[config.mk]
export PLATFORM = sky130hd
export DESIGN_NAME = lsu_ctrl_flat
export DESIGN_NICKNAME = d
export VERILOG_FILES = /design/src/rtl/lsu_ctrl_if.sv /design/src/rtl/lsu_ctrl.sv /design/src/flat_wrapper.sv
export SDC_FILE = /design/constraint.sdc
export NUM_CORES = 1
export LEC_CHECK = 0
export ABC_AREA = 1
export CAP_MARGIN = 20
export CORE_UTILIZATION = 45
export DETAILED_ROUTE_END_ITERATION = 10
export PLACE_DENSITY = 0.89
export SLEW_MARGIN = 30
export SYNTH_ARGS = -nofsm -noshare
export SYNTH_HDL_FRONTEND = slang
export SYNTH_SLANG_ARGS = --single-unit
[constraint.sdc]
create_clock -name i_clk -period 2.6 [get_ports i_clk]
set_clock_uncertainty 0.15 [all_clocks]
set_input_delay 0.52 -clock i_clk [delete_from_list [all_inputs] [get_ports i_clk]]
set_output_delay 0.52 -clock i_clk [all_outputs]
set_load 0.02 [all_outputs]
[src/rtl/lsu_ctrl_if.sv]
// Handshake and SRAM-port bundle between EXU, lsu_ctrl, lsu_sram and WBU.
// The slave modport is the lsu_ctrl view; master is the surrounding environment.
interface lsu_ctrl_if #(
    parameter int unsigned CPU_WIDTH = 32
) ();
    localparam int unsigned MASK_W = CPU_WIDTH / 8;

    logic                 i_exu_valid;
    logic                 o_exu_ready;
    logic                 i_is_load;
    logic                 i_is_store;
    logic [2:0]           i_func3;
    logic [CPU_WIDTH-1:0] i_addr;
    logic [CPU_WIDTH-1:0] i_store_data;
    logic [4:0]           i_rd;

    logic                 o_mem_pre_valid;
    logic                 o_mem_ren;
    logic [CPU_WIDTH-1:0] o_mem_raddr;
    logic                 o_mem_wen;
    logic [CPU_WIDTH-1:0] o_mem_waddr;
    logic [MASK_W-1:0]    o_mem_wmask;
    logic [CPU_WIDTH-1:0] o_mem_wdata;
    logic [CPU_WIDTH-1:0] i_mem_rdata;
    logic                 i_mem_valid;

    logic                 o_wbu_valid;
    logic                 i_wbu_ready;
    logic [CPU_WIDTH-1:0] o_wbu_data;
    logic [4:0]           o_wbu_rd;
    logic                 o_err;

    modport slave (
        input  i_exu_valid, i_is_load, i_is_store, i_func3, i_addr, i_store_data, i_rd,
        input  i_mem_rdata, i_mem_valid, i_wbu_ready,
        output o_exu_ready, o_mem_pre_valid, o_mem_ren, o_mem_raddr, o_mem_wen,
        output o_mem_waddr, o_mem_wmask, o_mem_wdata, o_wbu_valid, o_wbu_data, o_wbu_rd, o_err
    );

    modport master (
        output i_exu_valid, i_is_load, i_is_store, i_func3, i_addr, i_store_data, i_rd,
        output i_mem_rdata, i_mem_valid, i_wbu_ready,
        input  o_exu_ready, o_mem_pre_valid, o_mem_ren, o_mem_raddr, o_mem_wen,
        input  o_mem_waddr, o_mem_wmask, o_mem_wdata, o_wbu_valid, o_wbu_data, o_wbu_rd, o_err
    );
endinterface

[src/rtl/lsu_ctrl.sv]
// Load/store control stage in front of lsu_sram: one op in flight, word-aligned SRAM access,
// lane masking/replication for stores, load extraction/extension. Optional LSU_MISALIGN_CHK_EN.
module lsu_ctrl #(
    parameter int unsigned TIMEOUT   = 16,
    parameter int unsigned CPU_WIDTH = 32
) (
    input  logic           i_clk,
    input  logic           i_rst_n,
    lsu_ctrl_if.slave      bus
);
    localparam int unsigned MASK_W = CPU_WIDTH / 8;
    localparam int unsigned CNT_W  = 8;
    localparam logic [CNT_W-1:0] CNT_LAST = CNT_W'(TIMEOUT - 1);

    localparam logic [1:0] IDLE = 2'd0;
    localparam logic [1:0] REQ  = 2'd1;
    localparam logic [1:0] WAIT = 2'd2;
    localparam logic [1:0] RESP = 2'd3;

    localparam logic [2:0] F_B  = 3'b000;
    localparam logic [2:0] F_H  = 3'b001;
    localparam logic [2:0] F_W  = 3'b010;
    localparam logic [2:0] F_BU = 3'b100;
    localparam logic [2:0] F_HU = 3'b101;

    logic [1:0]           r_state, w_state_nxt;
    logic [CNT_W-1:0]     r_cnt, w_cnt_nxt, w_cnt_inc;
    logic [1:0]           r_off, w_off_nxt;
    logic [2:0]           r_func3, w_func3_nxt;
    logic [4:0]           r_rd, w_rd_nxt;
    logic                 r_is_load, w_is_load_nxt;

    logic                 r_exu_ready, w_exu_ready_nxt;
    logic                 r_mem_pre_valid, w_mem_pre_valid_nxt;
    logic                 r_mem_ren, w_mem_ren_nxt;
    logic [CPU_WIDTH-1:0] r_mem_raddr, w_mem_raddr_nxt;
    logic                 r_mem_wen, w_mem_wen_nxt;
    logic [CPU_WIDTH-1:0] r_mem_waddr, w_mem_waddr_nxt;
    logic [MASK_W-1:0]    r_mem_wmask, w_mem_wmask_nxt;
    logic [CPU_WIDTH-1:0] r_mem_wdata, w_mem_wdata_nxt;
    logic                 r_wbu_valid, w_wbu_valid_nxt;
    logic [CPU_WIDTH-1:0] r_wbu_data, w_wbu_data_nxt;
    logic [4:0]           r_wbu_rd, w_wbu_rd_nxt;
    logic                 r_err, w_err_nxt;

    logic [CPU_WIDTH-1:0] w_addr_aligned;
    logic [MASK_W-1:0]    w_st_mask;
    logic [CPU_WIDTH-1:0] w_st_data;
    logic [CPU_WIDTH-1:0] w_ld_sh;
    logic [CPU_WIDTH-1:0] w_ld_data;
    logic                 w_misalign;
    logic                 w_is_mem;

    assign w_addr_aligned = {bus.i_addr[CPU_WIDTH-1:2], 2'b00};
    assign w_is_mem       = bus.i_is_load | bus.i_is_store;
    assign w_cnt_inc      = r_cnt + CNT_W'(1);

`ifdef LSU_MISALIGN_CHK_EN
    assign w_misalign = (((bus.i_func3 == F_H) || (bus.i_func3 == F_HU)) && bus.i_addr[0])
                      || ((bus.i_func3 == F_W) && (bus.i_addr[1:0] != 2'b00));
`else
    assign w_misalign = 1'b0;
`endif

    // Store byte lanes and lane-replicated data, taken straight from the EXU inputs at accept.
    always_comb begin
        w_st_mask = '1;
        w_st_data = bus.i_store_data;
        case (bus.i_func3)
            F_B: begin
                w_st_mask = MASK_W'(1) << bus.i_addr[1:0];
                w_st_data = {MASK_W{bus.i_store_data[7:0]}};
            end
            F_H: begin
                w_st_mask = MASK_W'(3) << bus.i_addr[1:0];
                w_st_data = {(MASK_W/2){bus.i_store_data[15:0]}};
            end
            default: ;
        endcase
    end

    // Load extraction from the registered SRAM word using the latched byte offset.
    always_comb begin
        w_ld_sh   = bus.i_mem_rdata >> {r_off, 3'b000};
        w_ld_data = w_ld_sh;
        case (r_func3)
            F_B:  w_ld_data = {{(CPU_WIDTH-8){w_ld_sh[7]}}, w_ld_sh[7:0]};
            F_BU: w_ld_data = {{(CPU_WIDTH-8){1'b0}}, w_ld_sh[7:0]};
            F_H:  w_ld_data = {{(CPU_WIDTH-16){w_ld_sh[15]}}, w_ld_sh[15:0]};
            F_HU: w_ld_data = {{(CPU_WIDTH-16){1'b0}}, w_ld_sh[15:0]};
            default: ;
        endcase
    end

    // Next-state and next-output logic; outputs are registered one step ahead of their state.
    always_comb begin
        w_state_nxt         = r_state;
        w_cnt_nxt           = r_cnt;
        w_off_nxt           = r_off;
        w_func3_nxt         = r_func3;
        w_rd_nxt            = r_rd;
        w_is_load_nxt       = r_is_load;
        w_exu_ready_nxt     = 1'b0;
        w_mem_pre_valid_nxt = 1'b0;
        w_mem_ren_nxt       = 1'b0;
        w_mem_raddr_nxt     = '0;
        w_mem_wen_nxt       = 1'b0;
        w_mem_waddr_nxt     = '0;
        w_mem_wmask_nxt     = '0;
        w_mem_wdata_nxt     = '0;
        w_wbu_valid_nxt     = 1'b0;
        w_wbu_data_nxt      = r_wbu_data;
        w_wbu_rd_nxt        = r_wbu_rd;
        w_err_nxt           = r_err;

        case (r_state)
            IDLE: begin
                if (bus.i_exu_valid) begin
                    if (w_is_mem && w_misalign) begin
                        w_state_nxt     = RESP;
                        w_wbu_valid_nxt = 1'b1;
                        w_wbu_data_nxt  = '0;
                        w_wbu_rd_nxt    = bus.i_is_store ? 5'd0 : bus.i_rd;
                        w_err_nxt       = 1'b1;
                    end else if (w_is_mem) begin
                        w_state_nxt         = REQ;
                        w_off_nxt           = bus.i_addr[1:0];
                        w_func3_nxt         = bus.i_func3;
                        w_rd_nxt            = bus.i_rd;
                        w_is_load_nxt       = bus.i_is_load;
                        w_mem_pre_valid_nxt = 1'b1;
                        if (bus.i_is_load) begin
                            w_mem_ren_nxt   = 1'b1;
                            w_mem_raddr_nxt = w_addr_aligned;
                        end else begin
                            w_mem_wen_nxt   = 1'b1;
                            w_mem_waddr_nxt = w_addr_aligned;
                            w_mem_wmask_nxt = w_st_mask;
                            w_mem_wdata_nxt = w_st_data;
                        end
                    end else begin
                        w_state_nxt     = RESP;
                        w_wbu_valid_nxt = 1'b1;
                        w_wbu_data_nxt  = bus.i_addr;
                        w_wbu_rd_nxt    = bus.i_rd;
                        w_err_nxt       = 1'b0;
                    end
                end else begin
                    w_exu_ready_nxt = 1'b1;
                end
            end
            REQ: begin
                w_state_nxt = WAIT;
                w_cnt_nxt   = '0;
            end
            WAIT: begin
                if (bus.i_mem_valid) begin
                    w_state_nxt     = RESP;
                    w_wbu_valid_nxt = 1'b1;
                    w_wbu_data_nxt  = r_is_load ? w_ld_data : '0;
                    w_wbu_rd_nxt    = r_is_load ? r_rd : 5'd0;
                    w_err_nxt       = 1'b0;
                end else if (w_cnt_inc == CNT_LAST) begin
                    w_state_nxt     = RESP;
                    w_wbu_valid_nxt = 1'b1;
                    w_wbu_data_nxt  = '0;
                    w_wbu_rd_nxt    = r_is_load ? r_rd : 5'd0;
                    w_err_nxt       = 1'b1;
                end else begin
                    w_cnt_nxt = w_cnt_inc;
                end
            end
            RESP: begin
                if (bus.i_wbu_ready) begin
                    w_state_nxt     = IDLE;
                    w_exu_ready_nxt = 1'b1;
                end else begin
                    w_wbu_valid_nxt = 1'b1;
                end
            end
            default: begin
                w_state_nxt     = IDLE;
                w_exu_ready_nxt = 1'b1;
            end
        endcase
    end

    // State, operation context and output registers.
    always_ff @(posedge i_clk or negedge i_rst_n) begin
        if (!i_rst_n) begin
            r_state         <= IDLE;
            r_cnt           <= '0;
            r_off           <= '0;
            r_func3         <= '0;
            r_rd            <= '0;
            r_is_load       <= 1'b0;
            r_exu_ready     <= 1'b1;
            r_mem_pre_valid <= 1'b0;
            r_mem_ren       <= 1'b0;
            r_mem_raddr     <= '0;
            r_mem_wen       <= 1'b0;
            r_mem_waddr     <= '0;
            r_mem_wmask     <= '0;
            r_mem_wdata     <= '0;
            r_wbu_valid     <= 1'b0;
            r_wbu_data      <= '0;
            r_wbu_rd        <= '0;
            r_err           <= 1'b0;
        end else begin
            r_state         <= w_state_nxt;
            r_cnt           <= w_cnt_nxt;
            r_off           <= w_off_nxt;
            r_func3         <= w_func3_nxt;
            r_rd            <= w_rd_nxt;
            r_is_load       <= w_is_load_nxt;
            r_exu_ready     <= w_exu_ready_nxt;
            r_mem_pre_valid <= w_mem_pre_valid_nxt;
            r_mem_ren       <= w_mem_ren_nxt;
            r_mem_raddr     <= w_mem_raddr_nxt;
            r_mem_wen       <= w_mem_wen_nxt;
            r_mem_waddr     <= w_mem_waddr_nxt;
            r_mem_wmask     <= w_mem_wmask_nxt;
            r_mem_wdata     <= w_mem_wdata_nxt;
            r_wbu_valid     <= w_wbu_valid_nxt;
            r_wbu_data      <= w_wbu_data_nxt;
            r_wbu_rd        <= w_wbu_rd_nxt;
            r_err           <= w_err_nxt;
        end
    end

    assign bus.o_exu_ready     = r_exu_ready;
    assign bus.o_mem_pre_valid = r_mem_pre_valid;
    assign bus.o_mem_ren       = r_mem_ren;
    assign bus.o_mem_raddr     = r_mem_raddr;
    assign bus.o_mem_wen       = r_mem_wen;
    assign bus.o_mem_waddr     = r_mem_waddr;
    assign bus.o_mem_wmask     = r_mem_wmask;
    assign bus.o_mem_wdata     = r_mem_wdata;
    assign bus.o_wbu_valid     = r_wbu_valid;
    assign bus.o_wbu_data      = r_wbu_data;
    assign bus.o_wbu_rd        = r_wbu_rd;
    assign bus.o_err           = r_err;
endmodule
[src/flat_wrapper.sv]
// flat-port wrapper written by rule: the top's interface ports become plain ports
module lsu_ctrl_flat 
#(
    parameter int unsigned TIMEOUT   = 16,
    parameter int unsigned CPU_WIDTH = 32
)
  (i_clk, i_rst_n, bus_i_exu_valid, bus_i_is_load, bus_i_is_store, bus_i_func3, bus_i_addr, bus_i_store_data, bus_i_rd, bus_i_mem_rdata, bus_i_mem_valid, bus_i_wbu_ready, bus_o_exu_ready, bus_o_mem_pre_valid, bus_o_mem_ren, bus_o_mem_raddr, bus_o_mem_wen, bus_o_mem_waddr, bus_o_mem_wmask, bus_o_mem_wdata, bus_o_wbu_valid, bus_o_wbu_data, bus_o_wbu_rd, bus_o_err);
  lsu_ctrl_if #(.CPU_WIDTH(CPU_WIDTH)) bus_i ();
  input  logic i_clk;
  input  logic i_rst_n;
  input wire logic [$bits(bus_i.i_exu_valid)-1:0] bus_i_exu_valid;
  input wire logic [$bits(bus_i.i_is_load)-1:0] bus_i_is_load;
  input wire logic [$bits(bus_i.i_is_store)-1:0] bus_i_is_store;
  input wire logic [$bits(bus_i.i_func3)-1:0] bus_i_func3;
  input wire logic [$bits(bus_i.i_addr)-1:0] bus_i_addr;
  input wire logic [$bits(bus_i.i_store_data)-1:0] bus_i_store_data;
  input wire logic [$bits(bus_i.i_rd)-1:0] bus_i_rd;
  input wire logic [$bits(bus_i.i_mem_rdata)-1:0] bus_i_mem_rdata;
  input wire logic [$bits(bus_i.i_mem_valid)-1:0] bus_i_mem_valid;
  input wire logic [$bits(bus_i.i_wbu_ready)-1:0] bus_i_wbu_ready;
  output wire logic [$bits(bus_i.o_exu_ready)-1:0] bus_o_exu_ready;
  output wire logic [$bits(bus_i.o_mem_pre_valid)-1:0] bus_o_mem_pre_valid;
  output wire logic [$bits(bus_i.o_mem_ren)-1:0] bus_o_mem_ren;
  output wire logic [$bits(bus_i.o_mem_raddr)-1:0] bus_o_mem_raddr;
  output wire logic [$bits(bus_i.o_mem_wen)-1:0] bus_o_mem_wen;
  output wire logic [$bits(bus_i.o_mem_waddr)-1:0] bus_o_mem_waddr;
  output wire logic [$bits(bus_i.o_mem_wmask)-1:0] bus_o_mem_wmask;
  output wire logic [$bits(bus_i.o_mem_wdata)-1:0] bus_o_mem_wdata;
  output wire logic [$bits(bus_i.o_wbu_valid)-1:0] bus_o_wbu_valid;
  output wire logic [$bits(bus_i.o_wbu_data)-1:0] bus_o_wbu_data;
  output wire logic [$bits(bus_i.o_wbu_rd)-1:0] bus_o_wbu_rd;
  output wire logic [$bits(bus_i.o_err)-1:0] bus_o_err;
  assign bus_i.i_exu_valid = bus_i_exu_valid;
  assign bus_i.i_is_load = bus_i_is_load;
  assign bus_i.i_is_store = bus_i_is_store;
  assign bus_i.i_func3 = bus_i_func3;
  assign bus_i.i_addr = bus_i_addr;
  assign bus_i.i_store_data = bus_i_store_data;
  assign bus_i.i_rd = bus_i_rd;
  assign bus_i.i_mem_rdata = bus_i_mem_rdata;
  assign bus_i.i_mem_valid = bus_i_mem_valid;
  assign bus_i.i_wbu_ready = bus_i_wbu_ready;
  assign bus_o_exu_ready = bus_i.o_exu_ready;
  assign bus_o_mem_pre_valid = bus_i.o_mem_pre_valid;
  assign bus_o_mem_ren = bus_i.o_mem_ren;
  assign bus_o_mem_raddr = bus_i.o_mem_raddr;
  assign bus_o_mem_wen = bus_i.o_mem_wen;
  assign bus_o_mem_waddr = bus_i.o_mem_waddr;
  assign bus_o_mem_wmask = bus_i.o_mem_wmask;
  assign bus_o_mem_wdata = bus_i.o_mem_wdata;
  assign bus_o_wbu_valid = bus_i.o_wbu_valid;
  assign bus_o_wbu_data = bus_i.o_wbu_data;
  assign bus_o_wbu_rd = bus_i.o_wbu_rd;
  assign bus_o_err = bus_i.o_err;
  lsu_ctrl #(.TIMEOUT(TIMEOUT), .CPU_WIDTH(CPU_WIDTH)) u_core (.i_clk(i_clk), .i_rst_n(i_rst_n), .bus(bus_i));
endmodule
==> results of run 1 <==
-- logic make-up (layout without fill, tap and decap cells) --
| group | count (synthesis) | in the layout | synth area share |
|---|---|---|---|
| adder cells (fa/ha/maj) | 6 | 6 | 0.0103 |
| AO/OA/AOI/OAI | 98 | 98 | 0.0712 |
| flip-flops | 160 | 160 | 0.548 |
| XOR/XNOR | 2 | 2 | 0.00240 |
| other | 1 | 4 | 0.000513 |
| buffers and inverters | 144 | 385 | 0.0824 |
| AND/OR/NAND/NOR | 500 | 500 | 0.285 |
-- cell type report --
type / count / area, µm² / share of cell area
Clock inverter: 10 / 115 / 0.0109
Timing Repair Buffer: 270 / 2700 / 0.255
Inverter: 86 / 323 / 0.0305
Sequential cell: 160 / 4010 / 0.378
Clock buffer: 19 / 453 / 0.0427
Multi-Input combinational cell: 610 / 2730 / 0.257
Tap cell: 216 / 270 / 0.0255
-- tightest hold or removal path: stages (launching register included) --
cell and delay, ps:
dfrtp_1 340, nand2_1 60, nand2_1 50
-- per-layer routing --
layer / GRT usage / part of all wire
met4: 0.107 / 0.026
met3: 0.0999 / 0.11
met5: 0 / 0.00049
met1: 0.318 / 0.37
met2: 0.482 / 0.50
-- how the worst max path moves through the flow --
stage                              from                    endpoint  slack [ps]  cells past startpoint
finish                u_core.r_func3[1]   u_core.bus.o_wbu_data[24]         300                      9
global route          u_core.r_func3[1]   u_core.bus.o_wbu_data[24]         130                      9
CTS                   u_core.r_func3[1]   u_core.bus.o_wbu_data[24]         340                      9
detailed placement  bus_i_mem_rdata[31]   u_core.bus.o_wbu_data[24]         250                      9
global placement         bus_i_func3[1]  u_core.bus.o_mem_wdata[20]         350                      6
floorplan               u_core.r_cnt[0]   u_core.bus.o_wbu_data[27]         680                     12
-- synth_stat cells (5+ instances only) --
cell type  instances
o21ai_0           42
o22ai_1            8
buf_4              5
a21oi_1           39
nand2_1          300
clkbuf_1          31
nand4_1           42
dfrtp_1          159
inv_1             83
nor2_1            95
nand3_1           54
buf_2             16
ha_1               6
o211ai_1           7
-- metrics by stage --
stage	std cells	setup slack (ps)	area (µm²)	power, mW
after global placement	1341	347	10000	7.09
after global routing	1371	130	10600	10.2
final	1371	299	10600	9.64
after floorplan	914	680	7320	5.65
after detailed placement	1341	250	10000	7.21
after CTS	1371	338	10600	9.67
-- power groups by stage --
stage | Sequential (mW) | Clock, mW | Combinational [mW]
2_1_floorplan | 3.71 | 0 | 1.94
6_report | 3.32 | 2.44 | 3.89
3_5_place_dp | 3.35 | 0 | 3.85
3_3_place_gp | 3.33 | 0 | 3.75
5_1_grt | 3.37 | 2.58 | 4.26
4_1_cts | 3.31 | 2.47 | 3.88
-- registers in the layout (all words and copies together), names as in the netlist, 3 cells and up --
name	flops
u_core.bus.o_mem_waddr	30
u_core.bus.o_wbu_rd	5
u_core.bus.o_mem_raddr	30
u_core.bus.o_mem_wmask	4
u_core.r_cnt	8
u_core.r_rd	5
u_core.r_func3	3
u_core.bus.o_wbu_data	32
u_core.bus.o_mem_wdata	32
-- timing repair --
action / 4_1_cts / 5_1_grt
hold buffers: 1 / 0
resized for setup: 0 / 0
hold endpoints to repair: 52 / 0
==> reports/summary.txt, run 1 <==
Status - finished, final reports clean
HP Class - reg2reg
Hold path endpoint - u_core.bus.o_wbu_data[3]
Routed vias - 7065
Clock power share - 0.253
Worst R2R Path Depth - 9
I/O pins - 254
Fmax - 0.435 GHz
Worst slew pin tran - 644 ps
HPWL Detailed - 16600 µm
Syn_area_per_cell - 8.02 µm²
Worst ir drop on vdd - 0.541 mV
Largest net degree at the start of global routing - 57
Final wirelength - 22700 µm
CTS tree - done
Clock sinks - 160
Comb power frac - 0.403
Synth-to-Final Area Change - 45.0%
Reg clk slew, reported paths - 60 ps
Post-synth EDFFs - 0
Final setup vio count - 0
Critical path launch point type - flip-flop
Asr flop ratio synth - 1.00
Final Cycle Share - 0.885
Sequential Power Share - 0.344
Number of global-route vias before repair - 6869
Most used cell, CP - nand2_1
Root Buffer - clkbuf_16
Cell variety after synth - 27
H-tree levels - 4
Crit Path Class - reg2reg
CP delay by family, top - simple AND/OR/NAND/NOR gates
Hold path start - u_core.bus.o_wbu_data[3]
NetSw - 3.73 mW
Synth warn - 0
Number of antenna violations at the first check in global routing - 1
Fin util - 0.667
Reg2reg end - u_core.bus.o_wbu_data[24]
Post-CTS setup buffers - 0
Leak - 5.31 nW
CP Data Arrival Time - 2460 ps
Wirelength per Cell - 16.5 µm
Die Ht - 129 µm
Initial Utilization - 0.460
Top cells by area, synth - dfrtp_1 54%, nand2_1 15%, nor2_1 4.9%
Max incr delay on CP - 720 ps
TritonCTS Buffers - 17
Flop2flop setup slack - 300 ps
Netlist Area Pre-Place - 7310 µm²
Most frequent cells in the layout - 300 x nand2_1, 248 x clkdlybuf4s50_1, 159 x dfrtp_1, 95 x nor2_1, 83 x inv_1
Max clock buf depth - 2
DRC Markers - 0
#FFs+latches synth - 160
Bufs and invs on worst path - 1
Antenna cells - 0
Unrepaired setup endpoints after global routing - false
Slew margin rel. - 0.569
Layout cell share with drive strength beyond 1 - 0.0554
Fillcell total - 1247
Top_reg_cell synth - dfrtp_1
Final hold vios - 0
Internal power - 5.91 mW
First-pass GRT wire length - 35400 µm
Setup crit end kind - flip-flop
Total gr overflow - 0
Seq/Total Area, Yosys - 0.548
Clk_lat worst skew - 420 ps
Leading area contributor after synthesis - dfrtp_1
Die W - 129 µm
Min Clock Period, post-route - 2300 ps
Worst-path fanout max - 18
First drt pass iteration count - 6
Critical-path cell list - inv_1 -> nand2_2 -> nor2_1 -> nand3_2 -> nand3_2 -> nand2_1 -> nand2_1 -> nand4_1 -> nand2_1
CP Data Required Time - 2760 ps
Core ar. - 15900 µm²
Routed Antenna Nets - 0
Port bufs - 249
Post-synth top area share - 0.545
Slowest-stage cell, CP - dfrtp_1
Max Cap Viol - 0
Commonest non-fill, non-tap cell in the layout - nand2_1
Nets - 1262
Setup TNS - 0 ps
Worst reg2reg path startpoint - u_core.r_func3[1]
Cell Pwr Density - 910 nW/µm²
Placement Rows - 46
Cells on Worst Hold Path - 2
Die area - 16800 µm²
Slew Limit Fails - 0
Total GRT Usage - 0.279
Gate Count Post-Synth - 911
Final Wtd Congestion - 0.903
Switching part of the total - 0.387
DRT iter0 DRCs - 531
Hold WS - 319 ps
DR vias/cell - 5.15
Power figures use the tool's default switching activity.
==> run 2, diff against run 1 <==
--- a/config.mk
+++ b/config.mk
@@ -7,9 +7,10 @@
 export LEC_CHECK = 0
 export ABC_AREA = 1
 export CAP_MARGIN = 20
-export CORE_UTILIZATION = 45
+export CORE_MARGIN = 1.5
+export CORE_UTILIZATION = 40
 export DETAILED_ROUTE_END_ITERATION = 10
-export PLACE_DENSITY = 0.89
+export PLACE_DENSITY = 0.81
 export SLEW_MARGIN = 30
 export SYNTH_ARGS = -nofsm -noshare
 export SYNTH_HDL_FRONTEND = slang
==> run 2 against run 1 <==
  * Setup slack improved by 22 ps
  * Via count barely moved
  * Total power rose by 2.8%
  * Critical path depth did not move
  * Sequential share of layout area fell by 0.36 points
  * Count of clock-buffer cells in the layout rose by 1
  * Clock power rose by 11%
  * Flip-flop and latch count did not move
  * First-iteration DRC count fell by 7.0%
  * Utilization fell by 7.1 points
  * Critical endpoint is now u_core.bus.o_wbu_data[21]
  * Highest routed layer is now met4
==> reports/summary.txt, run 2 (same netlist as run 1, synthesis figures left out) <==
Status - finished, final reports clean
Cell Pwr Density - 926 nW/µm² (+1.8%)
Hold path start - u_core.bus.o_wbu_data[16]
Final hold vios - 0 (unchanged)
Post-CTS Hold Fix Bufs - 1 (unchanged)
Initial Utilization - 0.407 (-0.0532)
Routed vias - 7060 (-0.071%)
Final Cycle Share - 0.876 (-0.00850)
Worst-path fanout max - 18 (unchanged)
Crit Path Class - reg2reg
Wirelength per Cell - 16.3 µm (-1.1%)
First drt pass iteration count - 6 (unchanged)
DR vias/cell - 5.07 (-1.6%)
Worst reg2reg path startpoint - u_core.r_func3[1]
HP Class - reg2reg
Root Buffer - clkbuf_16
Nets - 1267 (+0.40%)
CP Data Arrival Time - 2440 ps (-20 ps)
Unrepaired setup endpoints after global routing - false
Placement Rows - 49 (+6.5%)
Max clock buf depth - 2 (unchanged)
H-tree levels - 4 (unchanged)
Worst ir drop on vdd - 0.572 mV (+5.7%)
Power, Total - 9.91 mW (+2.8%)
Final setup vio count - 0 (unchanged)
Number of global-route vias before repair - 6925 (+0.82%)
Total GRT Usage - 0.240 (-0.0394)
CP Data Required Time - 2760 ps (about the same)
Leak - 5.35 nW (+0.79%)
Reg clk slew, reported paths - 60 ps (about the same)
Layout cell share with drive strength beyond 1 - 0.0610 (+0.00564)
Routed Antenna Nets - 0 (unchanged)
Critical path launch point type - flip-flop
Total gr overflow - 0 (unchanged)
Port bufs - 249 (unchanged)
Synth-to-Final Area Change - 46.4%
Min Clock Period, post-route - 2280 ps (-22.1 ps)
Setup TNS - 0 ps (unchanged)
Commonest non-fill, non-tap cell in the layout - nand2_1
First-pass GRT wire length - 35900 µm (+1.4%)
Final wirelength - 22800 µm (+0.51%)
HPWL Detailed - 16800 µm (+0.97%)
Setup crit end kind - flip-flop
Fmax - 0.439 GHz (+0.97%)
Die area - 19100 µm² (+14%)
Slew margin rel. - 0.562 (-0.00757)
DRT iter0 DRCs - 494 (-7.0%)
Number of antenna violations at the first check in global routing - 1 (unchanged)
Max Cap Viol - 0 (unchanged)
Critical path startpoint - u_core.r_func3[1]
Die W - 138 µm (+6.7%)
Most frequent cells in the layout - 300 x nand2_1, 248 x clkdlybuf4s50_1, 159 x dfrtp_1, 95 x nor2_1, 83 x inv_1
TritonCTS Buffers - 17 (unchanged)
Slew Limit Fails - 0 (unchanged)
Clock sinks - 160 (unchanged)
I/O pins - 254 (unchanged)
DRC Markers - 0 (unchanged)
Clk_lat worst skew - 420 ps (about the same)
Largest net degree at the start of global routing - 66 (+16%)
CTS resizes - 0 (unchanged)
Core ar. - 18000 µm² (+13%)
Post-CTS setup buffers - 0 (unchanged)
Worst slew pin tran - 656 ps (+11.3 ps)
Die Ht - 138 µm (+6.7%)
Final Wtd Congestion - 0.907 (+0.43%)
CTS tree - done
==> run 2: cell types whose count changed in the layout (fill, tap and decap cells not counted) <==
cell	before	now
bufinv_16	2	4
clkinv_2	3	1
diode_2	0	1
buf_4	16	23
clkbuf_1	0	1
buf_12	4	2
inv_6	0	1
clkinv_4	2	3
==> run 2: area by class of cell <==
type,instances,area (µm²)
multi-input cells,610,2730
flip-flops and latches,160,4010
repair buffers,275,2720
clock buffers,20,457
clock inverters,12,183
well taps,229,287
inverters,86,323
fillers,1574,7260
diodes,1,2.50
==> run 2: critical path, cell delays in order (launching register included) <==
cell and delay (ps):
dfrtp_1 720, inv_1 170, nand2_2 210, nor2_1 80, nand3_2 170, nand3_2 300
nand2_1 150, nand2_1 60, nand4_1 90, nand2_1 60
==> run 2: layer usage <==
metal,routed length [µm],vias to the layer above,GRT usage,part of all wire
li1,-,3361,-,-
met1,9080,3346,0.287,0.40
met2,10800,306,0.392,0.47
met3,2070,47,0.0793,0.091
met4,836,0,0.116,0.037
met5,0,-,0,0
==> run 2: stage by stage <==
stage | area, µm² | utilization | hold WS, ps | instances | worst slack, ps
after floorplan | 7320 | - | 74.4 | 914 | 680
after global placement | 10000 | 0.559 | 307 | 1359 | 316
after detailed placement | 10000 | 0.559 | 311 | 1359 | 274
after CTS | 10700 | 0.596 | 328 | 1392 | 329
after global routing | 10700 | 0.596 | 345 | 1392 | 114
final | 10700 | 0.596 | 325 | 1393 | 321
==> run 2: where the power goes <==
group          internal [mW]  switching [mW]  total [mW]
sequential              2.98           0.327        3.31
clock                   1.67            1.04        2.70
combinational           1.49            2.41        3.90
total                   6.14            3.77        9.91
==> run 2: path summary, 6_finish.rpt <==
| check | endpoint | depth (start not counted) | slack, ps |
|---|---|---|---|
| min | u_core.bus.o_wbu_data[16] | 2 | 330 |
| min reg2reg | u_core.bus.o_wbu_data[16] | 2 | 330 |
| max | u_core.bus.o_wbu_data[21] | 9 | 320 |
| max reg2reg | u_core.bus.o_wbu_data[21] | 9 | 320 |
| min in group asynchronous | u_core.bus.o_mem_wdata[18] | 2 | 500 |
| max in group asynchronous | u_core.bus.o_mem_raddr[18] | 3 | 1130 |
